--- src/rtl/if_fetch_bp.sv ---
// Instruction-fetch PC register feeding IF/ID, with a direct-mapped BTB using
// 2-bit saturating counters, trained and redirected by branches resolved in EX.
module if_fetch_bp #(
   parameter int          BTB_ENTRIES = 16,
   parameter logic [31:0] RESET_PC    = 32'h0000_0000
) (
   input  logic        clk,
   input  logic        rst,
   input  logic        pc_en,
   output logic [31:0] imem_addr,
   input  logic [31:0] imem_rdata,
   output logic [31:0] pc_o,
   output logic [31:0] instr_o,
   output logic        predict_o,
   input  logic        ex_br_valid,
   input  logic [31:0] ex_pc,
   input  logic        ex_taken,
   input  logic [31:0] ex_target,
   input  logic        ex_mispredict,
   output logic        redirect_o
);

   localparam int IDX   = $clog2(BTB_ENTRIES);
   localparam int TAG_W = 32 - IDX - 2;

   logic [31:0]            r_pc;
   logic [BTB_ENTRIES-1:0] r_valid;
   logic [1:0]             r_ctr [BTB_ENTRIES];
   logic [TAG_W-1:0]       r_tag [BTB_ENTRIES];
   logic [31:0]            r_tgt [BTB_ENTRIES];

   logic [IDX-1:0]   w_idx;
   logic [TAG_W-1:0] w_tag;
   logic             w_hit;
   logic             w_predict;
   logic [31:0]      w_pred_pc;
   logic [31:0]      w_next_pc;
   logic [IDX-1:0]   w_u_idx;
   logic [TAG_W-1:0] w_u_tag;
   logic             w_u_hit;
   logic             w_redirect;
   logic             w_unused;

   // Lookup on the current fetch PC
   assign w_idx     = r_pc[IDX+1:2];
   assign w_tag     = r_pc[31:IDX+2];
   assign w_hit     = r_valid[w_idx] && (r_tag[w_idx] == w_tag);
   assign w_predict = w_hit && r_ctr[w_idx][1] && !rst;
   assign w_pred_pc = w_predict ? r_tgt[w_idx] : r_pc + 32'd4;

   assign w_u_idx    = ex_pc[IDX+1:2];
   assign w_u_tag    = ex_pc[31:IDX+2];
   assign w_u_hit    = r_valid[w_u_idx] && (r_tag[w_u_idx] == w_u_tag);
   assign w_redirect = ex_br_valid && ex_mispredict;
   assign w_unused   = ^ex_pc[1:0];

   assign imem_addr  = r_pc;
   assign pc_o       = r_pc;
   assign instr_o    = imem_rdata;
   assign predict_o  = w_predict;
   assign redirect_o = w_redirect;

   always_comb begin
      // NOTE: default assigned first so every path drives it and no latch is inferred.
      w_next_pc = w_pred_pc;
      if (w_redirect) begin
         w_next_pc = ex_taken ? ex_target : ex_pc + 32'd4;
      end else if (!pc_en) begin
         w_next_pc = r_pc;
      end
   end

   // NOTE: sequential state uses <= so every register samples pre-edge values.
   always_ff @(posedge clk) begin
      if (rst) begin
         r_pc <= RESET_PC;
      end else begin
         r_pc <= w_next_pc;
      end
   end

   always_ff @(posedge clk) begin
      if (rst) begin
         r_valid <= '0;
         for (int i = 0; i < BTB_ENTRIES; i++) begin
            r_ctr[i] <= 2'b01;
         end
      end else if (ex_br_valid) begin
         if (w_u_hit) begin
            if (ex_taken && (r_ctr[w_u_idx] != 2'b11)) begin
               r_ctr[w_u_idx] <= r_ctr[w_u_idx] + 2'd1;
            end else if (!ex_taken && (r_ctr[w_u_idx] != 2'b00)) begin
               r_ctr[w_u_idx] <= r_ctr[w_u_idx] - 2'd1;
            end
         end else if (ex_taken) begin
            r_valid[w_u_idx] <= 1'b1;
            r_ctr[w_u_idx]   <= 2'b10;
         end
      end
   end

   // NOTE: tag/target arrays have no reset; the valid bits guard them, so they map to plain RAM.
   always_ff @(posedge clk) begin
      if (!rst && ex_br_valid && ex_taken) begin
         r_tag[w_u_idx] <= w_u_tag;
         r_tgt[w_u_idx] <= ex_target;
      end
   end

endmodule

--- config.mk ---
export PLATFORM = sky130hd
export DESIGN_NAME = if_fetch_bp
export DESIGN_NICKNAME = d
export VERILOG_FILES = /design/src/rtl/if_fetch_bp.sv
export SDC_FILE = /design/constraint.sdc
export NUM_CORES = 1
export LEC_CHECK = 0
export ABC_CLOCK_PERIOD_IN_PS = 5950
export BUFFER_PORTS_ARGS = -buffer_cell sky130_fd_sc_hd__buf_2
export CORE_MARGIN = 3
export CORE_UTILIZATION = 62
export CTS_BUF_LIST = sky130_fd_sc_hd__clkbuf_8 sky130_fd_sc_hd__clkbuf_16
export DETAILED_ROUTE_END_ITERATION = 8
export PLACE_DENSITY = 0.8
export SLEW_MARGIN = 20
export SYNTH_ARGS = -nofsm -noshare
export SYNTH_HDL_FRONTEND = slang
export SYNTH_SLANG_ARGS = --single-unit
--- constraint.sdc ---
create_clock -name clk -period 5.95 [get_ports clk]
set_input_delay 0.2975 -clock clk [delete_from_list [all_inputs] [get_ports clk]]
set_output_delay 0.2975 -clock clk [all_outputs]
set_load 0.01 [all_outputs]
### Word level (Yosys, flattened, before mapping)

Memories as Yosys holds them, arrays and structs flattened. A register that Yosys moved wholly into a read port is not among the register bits.
Cells that the tools add are included.

| word-level totals | value |
|---|---|
| memories kept | 3 |
| bits in latches | 0 |
| ROM bits | 0 |
| register bits | 48 |
| RAM bits | 960 |
| input bits | 102 |
| word-level logic and storage cells | 76 |
| output and inout bits | 98 |

| cells by class | value |
|---|---|
| multipliers | 0 |
| magnitude comparators | 3 |
| reductions and logical operators | 16 |
| add/sub/neg operators | 4 |
| div/mod/pow operators | 0 |
| muxes and demuxes | 41 |
| bitwise logic cells | 4 |
| equal/unequal tests | 3 |
| shift operators | 0 |

Memories:

| memory | words | width | rd ports | clocked after memory_dff | wr ports | RTL line | source |
|---|---|---|---|---|---|---|---|
| r_tgt | 16 | 32 | 1 | 1 | 1 | 30 | `logic [31:0] r_tgt [BTB_ENTRIES];` |
| r_tag | 16 | 26 | 2 | 1 | 1 | 29 | `logic [TAG_W-1:0] r_tag [BTB_ENTRIES];` |
| r_ctr | 16 | 2 | 2 | 1 | 16 | 28 | `logic [1:0] r_ctr [BTB_ENTRIES];` |

Operators by type and width:

| cell | number |
|---|---|
| two-way mux 32 bit | 4 |
| adder 32 x 3 -> 32 bit (second input constant) | 2 |
| == test 26 bit | 2 |
| two-way mux 4 bit | 7 |
| two-way mux 1 bit | 24 |
| OR 16 bit | 1 |
| logical AND 1 bit | 10 |
| < comparator 4 x 5 -> 1 bit (second input constant) | 2 |
| binary-select mux 1 bit (select 4 bit) | 2 |
| two-way mux 2 bit | 3 |
| demux 1 bit (select 4 bit) | 1 |
| >= comparator 4 x 1 -> 1 bit (second input constant) | 1 |
| nonzero test 2 bit | 2 |
| AND reduction 3 bit | 1 |
| adder 2 x 1 -> 2 bit (second input constant) | 1 |
| logical NOT 1 bit | 2 |
| inequality test 2 bit (second input constant) | 1 |
| OR 1 bit | 2 |
| OR reduction 2 bit | 1 |
| subtractor 2 x 1 -> 2 bit (second input constant) | 1 |
| inverter 1 bit | 1 |

### Depth between registers and ports, before layout

Gate-level depths: netlist (run 1).
An unclocked memory read counts as a cell.

| depth | value |
|---|---|
| depth after elaboration | 13 |
| depth in mapped cells | 16 |
| gate-level depth less buffers | 9 |

### Worst setup path before layout (run 1)

No wires, ideal clock.

| timing path | value |
|---|---|
| path type | input port to flip-flop |
| from | input port ex_pc[5] |
| to | memory r_tag[9][0] (netlist bit), enable pin |
| buffers on the path | 4 |
| stages | 7 |
| data required time | 5476 ps |
| arrival time | 4217 ps |
| setup slack | 1258 ps |
| library setup time | 474 ps |
| path through | buf_2 buf_2 clkbuf_1 nor2b_1 clkbuf_1 nand2_1 nor2_1 |

RTL lines:

| element | RTL line | source |
|---|---|---|
| from (decl) | 16 | `input logic [31:0] ex_pc,` |
| to (decl) | 29 |  |

No word-level cell before the write port.

==> flow_summary.ini, run 1 <==
[worst_setup_path]
end_kind = output port
worst-path-buf-inv = 3
cp_top_family = simple AND/OR/NAND/NOR gates
path_cells = buf_4, mux4_2, a22oi_1, nand3_1, xnor2_1, nand4_1, or4_4, nor4_2, buf_4, buf_2
worstPathArrival_ns = 5.08
cp-start-kind = flip-flop
critPathKind = reg2out
cpMaxStageDelayCell = dfxtp_4
cp_common_cell = buf_4
cp_slowest_stage_delay_ns = 0.95
crit_required_ns = 5.65
crit_fanout = 47

[final_layout]
layout.filler_cells = 4397
multi_input_area_mm2 = 0.0148
regArea_mm2 = 0.0299
final_common_cell = edfxtp_1
nNetsFinal = 2733
area_growth_pct = 10.5
final_layout_size_suffix_gt1_share_pct = 29.7
final_cell_mix = edfxtp_1 (960), mux4_2 (389), buf_2 (133), clkbuf_16 (100), nand2_1 (95)

[clock_network]
cts_buffer_depth = 3
clock-root-buffer = clkbuf_16
clkSinkCount = 1012
cts_tree = yes
h-tree-depth = 3
cts_resized = 0
clk_pin_slew_worst_paths_ns = 0.07
clk_latency_ns = 0.69
ctsHoldBuffers = 28
cts_buffers = 100
cts_setup_buffers = 0

[logic_synthesis]
synthArstFlopShare_pct = 0
synth.distinct_cells = 86
syn_inst = 2529
synth.ff_latch_count = 1012
synth_area_mm2 = 0.0460
synth_edf_count = 960
syn_nets = 2636
synth_flop_cell = edfxtp_1
ys_warn_count = 0
avgSynthCellArea_um2 = 18.2
yosysSeqAreaShare_pct = 64.9

[detailed_routing]
drtIter0Drc = 4860
vias = 27400
antenna_left = 0
dr.pass1.iters = 6
drc = 0
via_per_inst = 7.47
drt-total-wl_um = 134000
wl_per_cell_um = 36.5

[floorplan]
initial_core_util_pct = 62.9
core_area_mm2 = 0.0732
die-area_mm2 = 0.0775
fp.dieH_um = 278
std_cell_rows = 99
ios = 200
fp.dieW_um = 278

[timing]
setup_slack_ns = 0.570
layout_min_cycle_time_ns = 5.38
tightest_slew_ns = 1.17
maxSlewViolCount = 0
relSlewSlack_pct = 22.0
setup_viol = 0
timing.fmax_mhz = 186
period_share_pct = 90.4
holdWs_ns = 0.0486
finalHoldViolCount = 0
rsz0062_at_grt = no
fin_tns_setup_ns = 0
finClkSkew_ns = 0.0317

[placed_design]
dp_hpwl_um = 78900
port_buffers = 135
pre_cts_slack_ns = 1.11
gp_congestion = 1.01

[power_and_ir_drop]
power.density_mw_per_mm2 = 308
cellLeakagePower_nw = 16.1
irDropWorstVdd_uv = 394

[run]
cap_violations = 0

[global_routing]
overflow = 0
grt_pass1_wl_um = 193000
track_usage_pct = 34.9
grt_pass1_vias = 27700
grt_max_degree = 65
grt_antenna_before_repair = 11

[hold_path]
hold_class = in2reg

[status]
outcome = finished, final reports clean
Yosys cell counts (all sizes together), types with 25 or more instances:
cell    instances  area [µm²]
edfxtp        960       28800
buf           157        1070
nand4          45         288
a21oi          35         175
mux4          392        8840
xnor2          58         508
nand2          95         357
o21ai          25         129
nor2           94         355
nand3          43         215
mux2i          85         851
inv            28         105
clkbuf         88         330
dfxtp          52        1040
power by group:
group,internal [mW],switching (mW)
sequential,7.86,0.137
clock,3.47,2.76
combinational,0.637,0.815
layer usage:
layer | routed length [µm] | up-vias | global-route usage, % | part of all wire, %
met2 | 64600 | 2345 | 55.5 | 48
met5 | 42 | - | 0 | 0.031
met3 | 16800 | 498 | 9.07 | 12
met1 | 45400 | 14000 | 46.0 | 34
li1 | - | 10600 | - | -
met4 | 7500 | 8 | 16.7 | 5.6
flip-flops by register name, indices dropped and copies added, names as in the netlist, named ones only:
register   cells
imem_addr     32
r_ctr         32
r_tag        416
r_tgt        512
r_valid       16
area by class of cell:
class,count,area share (%)
diodes,9,0.0443
flip-flops and latches,1012,58.8
clock buffers,100,4.92
clock inverters,84,1.41
repair buffers,240,3.24
inverters,29,0.219
well taps,959,2.36
multi-input cells,1243,29.0
path summary, 6_finish.rpt:
path	from	to	slack, ns	cells past startpoint
max	flip-flop	predict_o	0.57	10
min	ex_pc[25]	r_tag[0][19]	0.05	1
max reg2reg	flip-flop	imem_addr[23]	0.91	10
min reg2reg	r_valid[2]	r_valid[2]	0.49	2
through the flow:
step	utilization, %	instances	power [mW]	cell area, µm²
6_report	69.4	3676	15.7	50800
3_5_place_dp	64.6	3455	9.54	47300
4_1_cts	69.4	3667	15.7	50800
5_1_grt	69.4	3670	16.1	50800
2_1_floorplan	-	2529	9.07	46000
3_3_place_gp	64.6	3455	9.50	47300
cell families (layout without fill, tap and decap cells):
kind of cell	after synthesis	in the layout	synth area share, %
buffers and inverters	274	453	3.27
adder cells (fa/ha/maj)	5	5	0.136
flip-flops	1012	1012	64.9
AO/OA/AOI/OAI	222	222	3.43
AND/OR/NAND/NOR	437	437	5.14
multiplexers	497	497	21.5
other	0	9	0
XOR/XNOR	82	82	1.56
(Power assumes the default switching activity.)
==> run 2: changes to the inputs <==
Settings changed: PLACE_DENSITY 0.8 to 0.79, RECOVER_POWER set to 100, SLEW_MARGIN 20 to 25.
==> run 2 against run 1 <==
The flow now finishes with violations (capacitance limit, slew limit). Setup slack worse by 0.12 ns. Sequential power about the same. Die area did not move. Routed wire length fell by 2.1%. Via count down 0.27%. Flip-flop and latch count did not move. Hold slack gained 0.047 ns. Core utilization down 0.39 points. Total power up 0.90%. Non-clock buffer count down 10.
==> flow_summary.ini, run 2 (synthesis gave the netlist of run 1 again) <==
[status]
outcome = finished with violations
violations = capacitance limit, slew limit

[global_routing]
top_usage_layer = met2
grt_pass1_wl_um = 191000
track_usage_pct = 34.4
grt_max_degree = 96
overflow = 0
use_met2_pct = 54.0
met1_usage_pct = 46.0
grt_pass1_vias = 27600
grt.met3_usage_pct = 8.78
grt_antenna_before_repair = 8

[final_layout]
nNetsFinal = 2724
final_layout_size_suffix_gt1_share_pct = 24.3
largest_reg_flops = 512
final_cell_mix = edfxtp_1 (960), mux4_2 (389), clkbuf_1 (132), clkbuf_16 (103), nand2_1 (95)
largest_register = r_tgt
final_common_cell = edfxtp_1
reg_top3 = r_tgt x512, r_tag x416
area_growth_pct = 9.86

[clock_network]
clock-root-buffer = clkbuf_16
ctsHoldBuffers = 19
cts_buffer_depth = 3
clk_pin_slew_worst_paths_ns = 0.06
clk_latency_ns = 0.68
clkSinkCount = 1012
cts_setup_buffers = 0
cts_tree = yes
h-tree-depth = 3
cts_resized = 0
cts_buffers = 101

[detailed_routing]
dr.pass1.iters = 6
vias = 27400
via_per_inst = 7.47
drc = 0
drt-total-wl_um = 131000
wl_per_cell_um = 35.9
drtIter0Drc = 4554
antenna_left = 0

[timing]
holdWs_ns = 0.0956
rsz0062_at_grt = no
maxSlewViolCount = 267
fin_tns_setup_ns = 0
period_share_pct = 92.4
setup_viol = 0
tightest_slew_ns = 2.80
layout_min_cycle_time_ns = 5.50
timing.fmax_mhz = 182
finClkSkew_ns = 0.0233
finalHoldViolCount = 0
relSlewSlack_pct = -87.2

[hold_path]
hold_class = in2reg

[power_and_ir_drop]
irDropWorstVdd_uv = 357
p_clk_share_pct = 40.4
combPwrFrac_pct = 9.1
seqPwrFrac_pct = 50.5
p_int_mw = 12.2
p_sw_mw = 3.65
power.density_mw_per_mm2 = 313
swShare_pct = 23.1
cellLeakagePower_nw = 15.6
power_mw = 15.8

[floorplan]
std_cell_rows = 99
fp.dieW_um = 278
ios = 200
core_area_mm2 = 0.0732
initial_core_util_pct = 62.9
die-area_mm2 = 0.0775
fp.dieH_um = 278

[worst_setup_path]
crit_fanout = 39
cp-start-kind = flip-flop
critPathKind = reg2reg
worstPathArrival_ns = 6.00
crit_required_ns = 6.45
end_kind = flip-flop

[run]
cap_violations = 13

[placed_design]
dp_hpwl_um = 77700
gp_congestion = 0.937
port_buffers = 135
-- run 2: worst max-delay path, cell delays in order (launching register included) --
cell       delay (ns)
dfxtp_4          0.78
clkbuf_2         0.71
mux2i_1          0.19
a31oi_1          0.35
o211ai_1         0.23
nand2_1          0.17
or4bb_1          0.50
or4b_1           0.67
nor3_1           0.26
buf_4            0.47
a211oi_1         0.19
a2111oi_0        0.75
-- run 2: per-layer routing --
layer  wire length (µm)  vias up
li1                   -    10600
met1              44800    14100
met2              63200     2176
met3              16400      460
met4               7040        8
met5                 50        -
-- run 2: path summary, 6_finish.rpt --
path / start / endpoint / slack (ns) / depth (start not counted)
setup reg to reg: flip-flop / imem_addr[18] / 0.45 / 11
setup / recovery: flip-flop / imem_addr[18] / 0.45 / 11
hold reg to reg: r_valid[1] / r_valid[1] / 0.50 / 2
hold / removal: ex_pc[0] / imem_addr[0] / 0.1 / 4
-- run 2: power by group through the flow --
stage          clock, mW  combinational, mW  sequential [mW]
2_1_floorplan          0               1.02             8.05
3_3_place_gp           0               1.38             8.13
3_5_place_dp           0               1.41             8.13
4_1_cts             6.42               1.44             7.99
5_1_grt             6.70               1.50             8.00
6_report            6.39               1.44             8.00
-- run 2: metrics by stage --
| step | util, % | cells | area [µm²] | setup slack [ns] |
|---|---|---|---|---|
| after floorplan | - | 2529 | 46000 | 1.26 |
| after global placement | 64.7 | 3451 | 47400 | 1.21 |
| after detailed placement | 64.8 | 3453 | 47400 | 1.14 |
| after CTS | 69.6 | 3659 | 51000 | 0.833 |
| after global routing | 69.1 | 3664 | 50600 | 0.363 |
| final | 69.1 | 3664 | 50600 | 0.450 |
-- run 2: area by class of cell --
class	instances	area, µm²
Sequential cell	1012	29900
Fill cell	4510	22700
Multi-Input combinational cell	1243	14700
Clock buffer	105	2610
Timing Repair Buffer	230	1370
Tap cell	959	1200
Clock inverter	82	722
Inverter	29	111
Antenna cell	4	10.0
